===== src/rtl/regfile_write_arbiter_if.sv =====
// Writeback request channels (ALU and load) plus the registered register-file write port.
interface regfile_write_arbiter_if;
  localparam int unsigned ADDR_W = 5;
  localparam int unsigned DATA_W = 32;

  logic              req0_valid;
  logic              req0_ready;
  logic [ADDR_W-1:0] req0_addr;
  logic [DATA_W-1:0] req0_data;

  logic              req1_valid;
  logic              req1_ready;
  logic [ADDR_W-1:0] req1_addr;
  logic [DATA_W-1:0] req1_data;

  logic              WriteEnable;
  logic [ADDR_W-1:0] write_address;
  logic [DATA_W-1:0] write_data_in;
  logic              grant_last;

  // Requester side: drives writeback requests, observes ready and the write port
  modport master (
    output req0_valid, req0_addr, req0_data,
    output req1_valid, req1_addr, req1_data,
    input  req0_ready, req1_ready,
    input  WriteEnable, write_address, write_data_in, grant_last
  );

  // Arbiter side
  modport slave (
    input  req0_valid, req0_addr, req0_data,
    input  req1_valid, req1_addr, req1_data,
    output req0_ready, req1_ready,
    output WriteEnable, write_address, write_data_in, grant_last
  );
endinterface


===== src/rtl/regfile_write_arbiter.sv =====
// Register-file write arbiter: two one-entry writeback slots (ALU = req0, load = req1)
// merged onto a single registered write port. Writes to $zero are drained silently.
// Build option: define REGFILE_ARB_ROUND_ROBIN_EN for round-robin on contention;
// otherwise the load requester (req1) always wins contention.
module regfile_write_arbiter (
  input  logic                    clock,
  input  logic                    reset,
  input  logic                    flush,
  regfile_write_arbiter_if.slave  bus
);
  localparam int unsigned ADDR_W  = 5;
  localparam int unsigned DATA_W  = 32;
  localparam int unsigned NUM_REQ = 2;

  typedef struct packed {
    logic              full;
    logic [ADDR_W-1:0] addr;
    logic [DATA_W-1:0] data;
  } slot_t;

  slot_t               slot0_q, slot1_q;
  slot_t               slot0_d, slot1_d;
  slot_t               gslot_c;

  logic                we_q, we_d;
  logic [ADDR_W-1:0]   waddr_q, waddr_d;
  logic [DATA_W-1:0]   wdata_q, wdata_d;
  logic                glast_q, glast_d;

  logic [NUM_REQ-1:0]  full_c;
  logic [NUM_REQ-1:0]  grant_c;
  logic [NUM_REQ-1:0]  ready_c;
  logic [NUM_REQ-1:0]  valid_c;
  logic [NUM_REQ-1:0]  xfer_c;

  assign full_c  = {slot1_q.full, slot0_q.full};
  assign valid_c = {bus.req1_valid, bus.req0_valid};

  // Pick at most one full slot; nothing is granted while flushing
  always_comb begin
    grant_c = '0;
    if (!flush) begin
      if (full_c == 2'b11) begin
`ifdef REGFILE_ARB_ROUND_ROBIN_EN
        grant_c = glast_q ? 2'b01 : 2'b10;
`else
        grant_c = 2'b10;
`endif
      end else if (full_c[0]) begin
        grant_c = 2'b01;
      end else if (full_c[1]) begin
        grant_c = 2'b10;
      end
    end
  end

  // A slot accepts when empty or being drained this cycle; flush blocks everything
  assign ready_c = ~{NUM_REQ{flush}} & (~full_c | grant_c);
  assign xfer_c  = valid_c & ready_c;

  assign bus.req0_ready = ready_c[0];
  assign bus.req1_ready = ready_c[1];

  assign gslot_c = grant_c[1] ? slot1_q : slot0_q;

  // Next-state for slots, write port and grant history
  always_comb begin
    slot0_d = slot0_q;
    slot1_d = slot1_q;
    we_d    = 1'b0;
    waddr_d = waddr_q;
    wdata_d = wdata_q;
    glast_d = glast_q;

    if (flush) begin
      slot0_d.full = 1'b0;
      slot1_d.full = 1'b0;
    end else begin
      if (grant_c != '0) begin
        glast_d = grant_c[1];
        // $zero is drained without a write strobe; the port keeps its last value
        if (gslot_c.addr != ADDR_W'(0)) begin
          we_d    = 1'b1;
          waddr_d = gslot_c.addr;
          wdata_d = gslot_c.data;
        end
      end

      if (xfer_c[0]) begin
        slot0_d.full = 1'b1;
        slot0_d.addr = bus.req0_addr;
        slot0_d.data = bus.req0_data;
      end else if (grant_c[0]) begin
        slot0_d.full = 1'b0;
      end

      if (xfer_c[1]) begin
        slot1_d.full = 1'b1;
        slot1_d.addr = bus.req1_addr;
        slot1_d.data = bus.req1_data;
      end else if (grant_c[1]) begin
        slot1_d.full = 1'b0;
      end
    end
  end

  // State registers; reset leaves grant_last at 1 so req0 wins the first contention
  always_ff @(posedge clock or negedge reset) begin
    if (!reset) begin
      slot0_q <= '0;
      slot1_q <= '0;
      we_q    <= 1'b0;
      waddr_q <= '0;
      wdata_q <= '0;
      glast_q <= 1'b1;
    end else begin
      slot0_q <= slot0_d;
      slot1_q <= slot1_d;
      we_q    <= we_d;
      waddr_q <= waddr_d;
      wdata_q <= wdata_d;
      glast_q <= glast_d;
    end
  end

  assign bus.WriteEnable   = we_q;
  assign bus.write_address = waddr_q;
  assign bus.write_data_in = wdata_q;
  assign bus.grant_last    = glast_q;
endmodule


===== src/flat_wrapper.sv =====
// flat-port wrapper written by rule: the top's interface ports become plain ports
module regfile_write_arbiter_flat 
  (clock, reset, flush, bus_req0_valid, bus_req0_addr, bus_req0_data, bus_req1_valid, bus_req1_addr, bus_req1_data, bus_req0_ready, bus_req1_ready, bus_WriteEnable, bus_write_address, bus_write_data_in, bus_grant_last);
  regfile_write_arbiter_if bus_i ();
  input  logic clock;
  input  logic reset;
  input  logic flush;
  input wire logic [$bits(bus_i.req0_valid)-1:0] bus_req0_valid;
  input wire logic [$bits(bus_i.req0_addr)-1:0] bus_req0_addr;
  input wire logic [$bits(bus_i.req0_data)-1:0] bus_req0_data;
  input wire logic [$bits(bus_i.req1_valid)-1:0] bus_req1_valid;
  input wire logic [$bits(bus_i.req1_addr)-1:0] bus_req1_addr;
  input wire logic [$bits(bus_i.req1_data)-1:0] bus_req1_data;
  output wire logic [$bits(bus_i.req0_ready)-1:0] bus_req0_ready;
  output wire logic [$bits(bus_i.req1_ready)-1:0] bus_req1_ready;
  output wire logic [$bits(bus_i.WriteEnable)-1:0] bus_WriteEnable;
  output wire logic [$bits(bus_i.write_address)-1:0] bus_write_address;
  output wire logic [$bits(bus_i.write_data_in)-1:0] bus_write_data_in;
  output wire logic [$bits(bus_i.grant_last)-1:0] bus_grant_last;
  assign bus_i.req0_valid = bus_req0_valid;
  assign bus_i.req0_addr = bus_req0_addr;
  assign bus_i.req0_data = bus_req0_data;
  assign bus_i.req1_valid = bus_req1_valid;
  assign bus_i.req1_addr = bus_req1_addr;
  assign bus_i.req1_data = bus_req1_data;
  assign bus_req0_ready = bus_i.req0_ready;
  assign bus_req1_ready = bus_i.req1_ready;
  assign bus_WriteEnable = bus_i.WriteEnable;
  assign bus_write_address = bus_i.write_address;
  assign bus_write_data_in = bus_i.write_data_in;
  assign bus_grant_last = bus_i.grant_last;
  regfile_write_arbiter u_core (.clock(clock), .reset(reset), .flush(flush), .bus(bus_i));
endmodule

===== config.mk =====
export PLATFORM = sky130hd
export DESIGN_NAME = regfile_write_arbiter_flat
export DESIGN_NICKNAME = d
export VERILOG_FILES = /design/src/rtl/regfile_write_arbiter_if.sv /design/src/rtl/regfile_write_arbiter.sv /design/src/flat_wrapper.sv
export SDC_FILE = /design/constraint.sdc
export NUM_CORES = 1
export LEC_CHECK = 0
export ABC_CLOCK_PERIOD_IN_PS = 3600
export CAP_MARGIN = 20
export CORE_MARGIN = 4
export CORE_UTILIZATION = 35
export DETAILED_ROUTE_END_ITERATION = 10
export GPL_TIMING_DRIVEN = 0
export HOLD_SLACK_MARGIN = 0.06
export SYNTH_ARGS = -nofsm -noshare
export SYNTH_HDL_FRONTEND = slang
export SYNTH_SLANG_ARGS = --single-unit
export TNS_END_PERCENT = 10

===== constraint.sdc =====
create_clock -name clock -period 3.6 [get_ports clock]
set_input_delay 0.36 -clock clock [delete_from_list [all_inputs] [get_ports clock]]
set_output_delay 0.36 -clock clock [all_outputs]
set_load 0.005 [all_outputs]

==> results by group, run 1 <==
Timing
  • RSZ-0062 raised after global routing: false
  • Final hold slack: 0.460 ns
  • Slew margin rel.: 45.0%
  • Final setup fails: 0
  • Slew Viols, Final: 0
  • Max Clk Rate: 435 MHz
  • Skew final: 0.00631 ns
  • Final Hold Viols: 0
  • Crit path time final: 2.30 ns
  • Final worst setup slack: 1.30 ns
  • Setup TNS: 0 ns
  • Worst-Margin Slew: 0.825 ns
  • Final worst-path cycle share: 63.9%

Route
  • DRT met1 WL: 5090 µm
  • Avg Vias per Cell: 4.91
  • WL met2: 5710 µm
  • Highest Signal Layer: met4
  • DRC Markers: 0
  • DR WL met3: 781 µm
  • Routed via count: 3272
  • Drt wl/cell: 17.6 µm
  • DRT Wirelength: 11700 µm
  • Number of DRC markers in iteration 0: 155
  • Final ANT Viol Nets: 0
  • Pre-antenna DRT Iters: 4

Clocking
  • Cts bufs inserted: 17
  • # H-tree levels: 4
  • Reg clk slew, reported paths: 0.05 ns
  • Post-CTS Setup Repair Bufs: 0
  • Longest Clk Path Bufs: 2
  • Latest clock arrival within the worst-skew pair: 0.41 ns
  • CTS root buf: clkbuf_16
  • CTS tree: yes
  • Clock net sink count: 115

Global route
  • Largest net degree at the start of global routing: 72
  • First-pass GRT wire length: 19200 µm
  • Gr usage total: 15.7%
  • Initial antenna violation count: 0
  • Grt ovf: 0
  • Number of global-route vias before repair: 3632

Die
  • Die area: 0.0158 mm²
  • Chip height: 126 µm
  • Core ar.: 0.0134 mm²
  • # rows: 42
  • Initial Util: 36.1%
  • I/O Pins: 120
  • Die width: 126 µm

Placed design
  • Post-DP HPWL: 8060 µm
  • Post-DP Area: 0.00628 mm²
  • Gpl congestion: 0.730
  • Port-buffer cells: 119
  • Placed cell count: 637
  • Worst slack, placed: 0.859 ns

Cells and area
  • P&R area growth vs syn: 42.3%
  • Design area: 0.00689 mm²
  • Nets: 560
  • Reg area: 0.00288 mm²
  • Filler Cell Count: 1177
  • Final non-filler cell total: 667
  • Area of the multi-input gates: 0.00180 mm²
  • Final Util: 51.4%
  • Share of cells above drive strength 1: 30.3%
  • Diode count: 0

Job
  • Maxcap violations: 0

Power
  • Power Dens Cells: 597 mW/mm²
  • Cell leakage power: 3.03 nW
  • Worst vdd ir: 0.362 mV
  • Tot Pwr: 4.11 mW

Outcome
  • Outcome: completed

Critical path
  • CP Class: in -> reg
  • Worst EP required: 3.89 ns
  • CP Capture Type: register
  • Maximum net fanout on the critical path: 10
  • Critical Path AT: 2.59 ns
  • Crit start category: input pin

Yosys
  • Register area share after synthesis: 59.5%
  • Largest family of logic cells by synthesized area: multiplexers
  • FF+latch count, synth: 115
  • Post-Syn Area: 0.00484 mm²
  • Synth Area in Compound Gates: 10.9%
  • Post-Synth XOR/XNOR Area: 0%
  • Mean Syn Cell Area: 14.2 µm²
  • Post-synthesis cell type count: 24
  • Syn nets: 420
  • Syn Inst Count: 341
  • Synth Area in Adders: 0%
  • Mux share of post-synthesis cell area: 25.1%
  • Yosys warning count: 0
  • Simple-gate share of the synthesized area: 1.32%

Worst hold path
  • Tightest Hold Check Type: in -> async
-- layer usage --
metal  vias up  track usage, %
li1       1521               -
met1      1641            19.9
met2        95            24.9
met3        15            6.14
met4         0            5.17
met5         -               0
-- cell usage after synthesis, drive strengths merged --
cell | n | area [µm²]
dfrtp | 114 | 2850
o21ai | 76 | 489
mux2 | 74 | 833
mux2i | 38 | 380
buf | 11 | 105
clkbuf | 11 | 41.3
inv | 3 | 11.3
nand2 | 3 | 11.3
a21oi | 2 | 10.0
or4 | 2 | 18.8
and2b | 1 | 8.76
dfstp | 1 | 26.3
nor2 | 1 | 3.75
nor2b | 1 | 6.26
o32ai | 1 | 27.5
or2 | 1 | 6.26
or3b | 1 | 8.76
-- flip-flops by register name, indices dropped and copies added (netlist names) --
name	count
u_core.bus.WriteEnable	1
u_core.bus.grant_last	1
u_core.bus.write_address	5
u_core.bus.write_data_in	32
u_core.full_c	2
u_core.slot0_q	37
u_core.slot1_q	37
-- repair_timing --
action | in CTS | in global routing
gates resized for setup | 0 | 0
hold buffers | 1 | 0
hold endpoints to repair | 44 | 0
-- cells by family (layout without fill, tap and decap cells) --
| logic type | after synthesis | in the layout |
|---|---|---|
| mux | 112 | 112 |
| compound gates | 79 | 79 |
| simple gates | 10 | 10 |
| flops | 115 | 115 |
| buf+inv | 25 | 175 |
-- report_power, final --
| part | total, mW | internal, mW | leakage, nW | switching, mW |
|---|---|---|---|---|
| clock | 1.68 | 1.13 | 0.297 | 0.545 |
| sequential | 1.66 | 1.53 | 1.38 | 0.129 |
| combinational | 0.773 | 0.481 | 1.36 | 0.292 |
| total | 4.11 | 3.15 | 3.03 | 0.965 |
-- final cells by class --
cell class / count / area share, %
repair buffers: 121 / 17.9
flip-flops and latches: 115 / 41.8
inverters: 3 / 0.164
well taps: 176 / 3.20
plain buffers: 22 / 2.13
multi-input cells: 201 / 26.2
clock inverters: 4 / 1.02
clock buffers: 25 / 7.63
-- cells in the final DEF (no fill, tap or decap) --
cell	synthesis	routed
clkdlybuf4s50_1	0	118
clkbuf_1	11	12
clkbuf_8	0	7
buf_2	6	6
inv_2	1	1
mux2_2	74	74
a21oi_1	2	2
nor2b_1	1	1
buf_16	0	1
o21ai_1	1	1
buf_6	1	2
or4_4	1	1
o21ai_2	29	29
mux2i_1	38	38
dlygate4sd3_1	0	1
nor2_1	1	1
inv_1	2	2
o21ai_0	46	46
clkinv_2	0	2
buf_1	1	1
buf_12	3	3
bufinv_16	0	2
dfrtp_1	114	114
or4_1	1	1
dfstp_2	1	1
nand2_1	3	3
o32ai_4	1	1
clkbuf_16	0	17
or3b_2	1	1
or2_1	1	1
and2b_2	1	1
-- final timing paths --
check                                             from                      endpoint  slack (ns)  cells past startpoint
setup / recovery                                 flush  u_core.bus.write_data_in[29]        1.30                      6
hold / removal                                   reset             u_core.slot1_q[6]        0.46                      2
setup reg to reg                    u_core.slot0_q[34]  u_core.bus.write_data_in[24]        1.40                      5
hold reg to reg            u_core.bus.write_address[3]   u_core.bus.write_address[3]        0.49                      2
max in group asynchronous                        reset            u_core.slot1_q[29]        2.44                      3
min in group clock         u_core.bus.write_address[3]   u_core.bus.write_address[3]        0.49                      2
-- critical path: stages --
cell	delay, ns
clkdlybuf4s50_1	0.63
inv_2	0.08
nand2_1	0.43
clkbuf_1	0.68
mux2i_1	0.33
o21ai_2	0.06
(Power assumes the default switching activity.)
==> run 2: changes to the inputs <==
--- a/config.mk
+++ b/config.mk
@@ -5,7 +5,7 @@
 export SDC_FILE = /design/constraint.sdc
 export NUM_CORES = 1
 export LEC_CHECK = 0
-export ABC_CLOCK_PERIOD_IN_PS = 3600
+export ABC_CLOCK_PERIOD_IN_PS = 1850
 export CAP_MARGIN = 20
 export CORE_MARGIN = 4
 export CORE_UTILIZATION = 35
==> constraint.sdc (replaced) <==
create_clock -name clock -period 1.85 [get_ports clock]
set_input_delay 0.185 -clock clock [delete_from_list [all_inputs] [get_ports clock]]
set_output_delay 0.185 -clock clock [all_outputs]
set_load 0.005 [all_outputs]
==> results by group, run 2 (synthesized netlist as in run 1, its figures left out) <==
Die
  • # rows: 42
  • Chip height: 126 µm
  • I/O Pins: 120
  • Die width: 126 µm
  • Core ar.: 0.0134 mm²
  • Initial Util: 36.1%
  • Die area: 0.0158 mm²

Global route
  • Number of global-route vias before repair: 3614
  • Largest net degree at the start of global routing: 59
  • Routing usage on met3: 5.33%
  • First-pass GRT wire length: 19400 µm
  • Gr usage total: 15.7%
  • Initial antenna violation count: 0
  • Grt ovf: 0
  • Grt met1 use: 19.7%
  • GR peak layer: met2
  • Met2 usage: 25.5%

Outcome
  • Outcome: finished, violations left
  • Violated checks: negative setup slack

Critical path
  • Crit start category: register
  • Worst EP required: 2.14 ns
  • CP Buf/Inv Count: 2
  • CP peak stage delay: 0.57 ns
  • CP Class: reg -> reg
  • R2r worst-path depth: 6
  • Critical Path AT: 2.17 ns
  • CP cell instances: or4_4 > o32ai_4 > or2_1 > buf_6 > buf_12 > o21ai_2
  • Critical-path top delay cell: or4_4
  • Reg-to-reg startpoint: u_core.slot0_q[34]
  • Flop2flop setup slack: -0.02 ns
  • Cell family with most CP delay: simple AND/OR/NAND/NOR gates
  • Maximum net fanout on the critical path: 10
  • CP Capture Type: register
  • Reg2reg end: u_core.bus.write_data_in[25]

Timing
  • Final hold slack: 0.317 ns
  • Skew final: 0.00682 ns
  • RSZ-0062 raised after global routing: true
  • Final Hold Viols: 0
  • Final setup fails: 28
  • Worst-Margin Slew: 0.616 ns
  • Crit path time final: 1.87 ns
  • Final worst setup slack: -0.0230 ns
  • Slew margin rel.: 58.9%
  • Max Clk Rate: 534 MHz
  • Slew Viols, Final: 0
  • Final worst-path cycle share: 101%

Cells and area
  • Final non-filler cell total: 672
  • Most frequent cells in the layout: 118 x clkdlybuf4s50_1, 113 x dfrtp_1, 74 x mux2_2
  • Nets: 562
  • P&R area growth vs syn: 44.1%
  • Design area: 0.00697 mm²
  • Share of cells above drive strength 1: 33.9%
  • Filler Cell Count: 1192
  • Reg area: 0.00288 mm²
  • Final Util: 52.0%
  • Area of the multi-input gates: 0.00182 mm²
  • Diode count: 0
  • Commonest non-fill, non-tap cell in the layout: clkdlybuf4s50_1

Placed design
  • Gpl congestion: 0.751
  • Post-DP Area: 0.00628 mm²
  • Port-buffer cells: 119
  • Placed cell count: 637
  • Post-DP HPWL: 8080 µm

Route
  • Number of DRC markers in iteration 0: 117
  • Pre-antenna DRT Iters: 4
  • DRT Wirelength: 11700 µm
  • Final ANT Viol Nets: 0
  • Drt wl/cell: 17.5 µm
  • DRC Markers: 0
  • Routed via count: 3180
  • Avg Vias per Cell: 4.73

Clocking
  • CTS tree: yes
  • Latest clock arrival within the worst-skew pair: 0.41 ns
  • # H-tree levels: 4
  • Reg clk slew, reported paths: 0.05 ns
  • CTS root buf: clkbuf_16
  • Longest Clk Path Bufs: 2
  • Clock net sink count: 115
  • Cts bufs inserted: 17

Power
  • Worst vdd ir: 0.737 mV
  • Cell leakage power: 3.09 nW
  • Tot Pwr: 8.17 mW
  • Power Dens Cells: 1170 mW/mm²

Job
  • Maxcap violations: 0

Worst hold path
  • Tightest Hold Check Type: in -> async
run 2: through the flow:
step | setup TNS [ns] | setup slack [ns]
2_1_floorplan | 0 | 0.0120
3_3_place_gp | -492.42 | -3.90
3_5_place_dp | -46.00 | -0.694
4_1_cts | -2.72 | -0.0948
5_1_grt | -2.93 | -0.0974
6_report | -0.241 | -0.0230
run 2: per-layer routing:
metal  vias to the layer above  part of all wire (%)
met3                        10                   5.9
met4                         0                  0.98
li1                       1515                     -
met2                        90                    49
met1                      1565                    44
met5                         -                     0
run 2: layout make-up:
type	instances	area share (%)
Clock buffer	21	6.60
Tap cell	176	3.16
Multi-Input combinational cell	201	26.0
Clock inverter	11	2.26
Inverter	3	0.161
Timing Repair Buffer	124	18.1
Buffer	21	2.33
Sequential cell	115	41.3
run 2: power by group:
group	switching [mW]	leakage [nW]	internal, mW
Combinational	0.565	1.41	0.954
Clock	1.10	0.306	2.31
Sequential	0.255	1.38	2.99
Total	1.92	3.09	6.25
run 2: worst max-delay path by stage:
stage / startpoint / end / cells after the start
final: u_core.slot0_q[34] / u_core.bus.write_data_in[25] / 6
after global routing: u_core.slot0_q[34] / u_core.bus.write_data_in[22] / 6
after CTS: u_core.slot0_q[34] / u_core.bus.write_data_in[25] / 6
after detailed placement: flush / u_core.bus.write_data_in[23] / 6
after global placement: reset / u_core.slot1_q[24] / 1
after floorplan: u_core.slot0_q[34] / u_core.bus.write_data_in[12] / 6
run 2: what timing repair did:
action                                  in CTS  in global routing
endpoints found under the setup margin      88                 69
pin swaps                                   22                  9
hold endpoints to repair                    57                  0
resized for setup                           16                  9
hold buffers                                 1                  0
buffers inserted                             3                  0
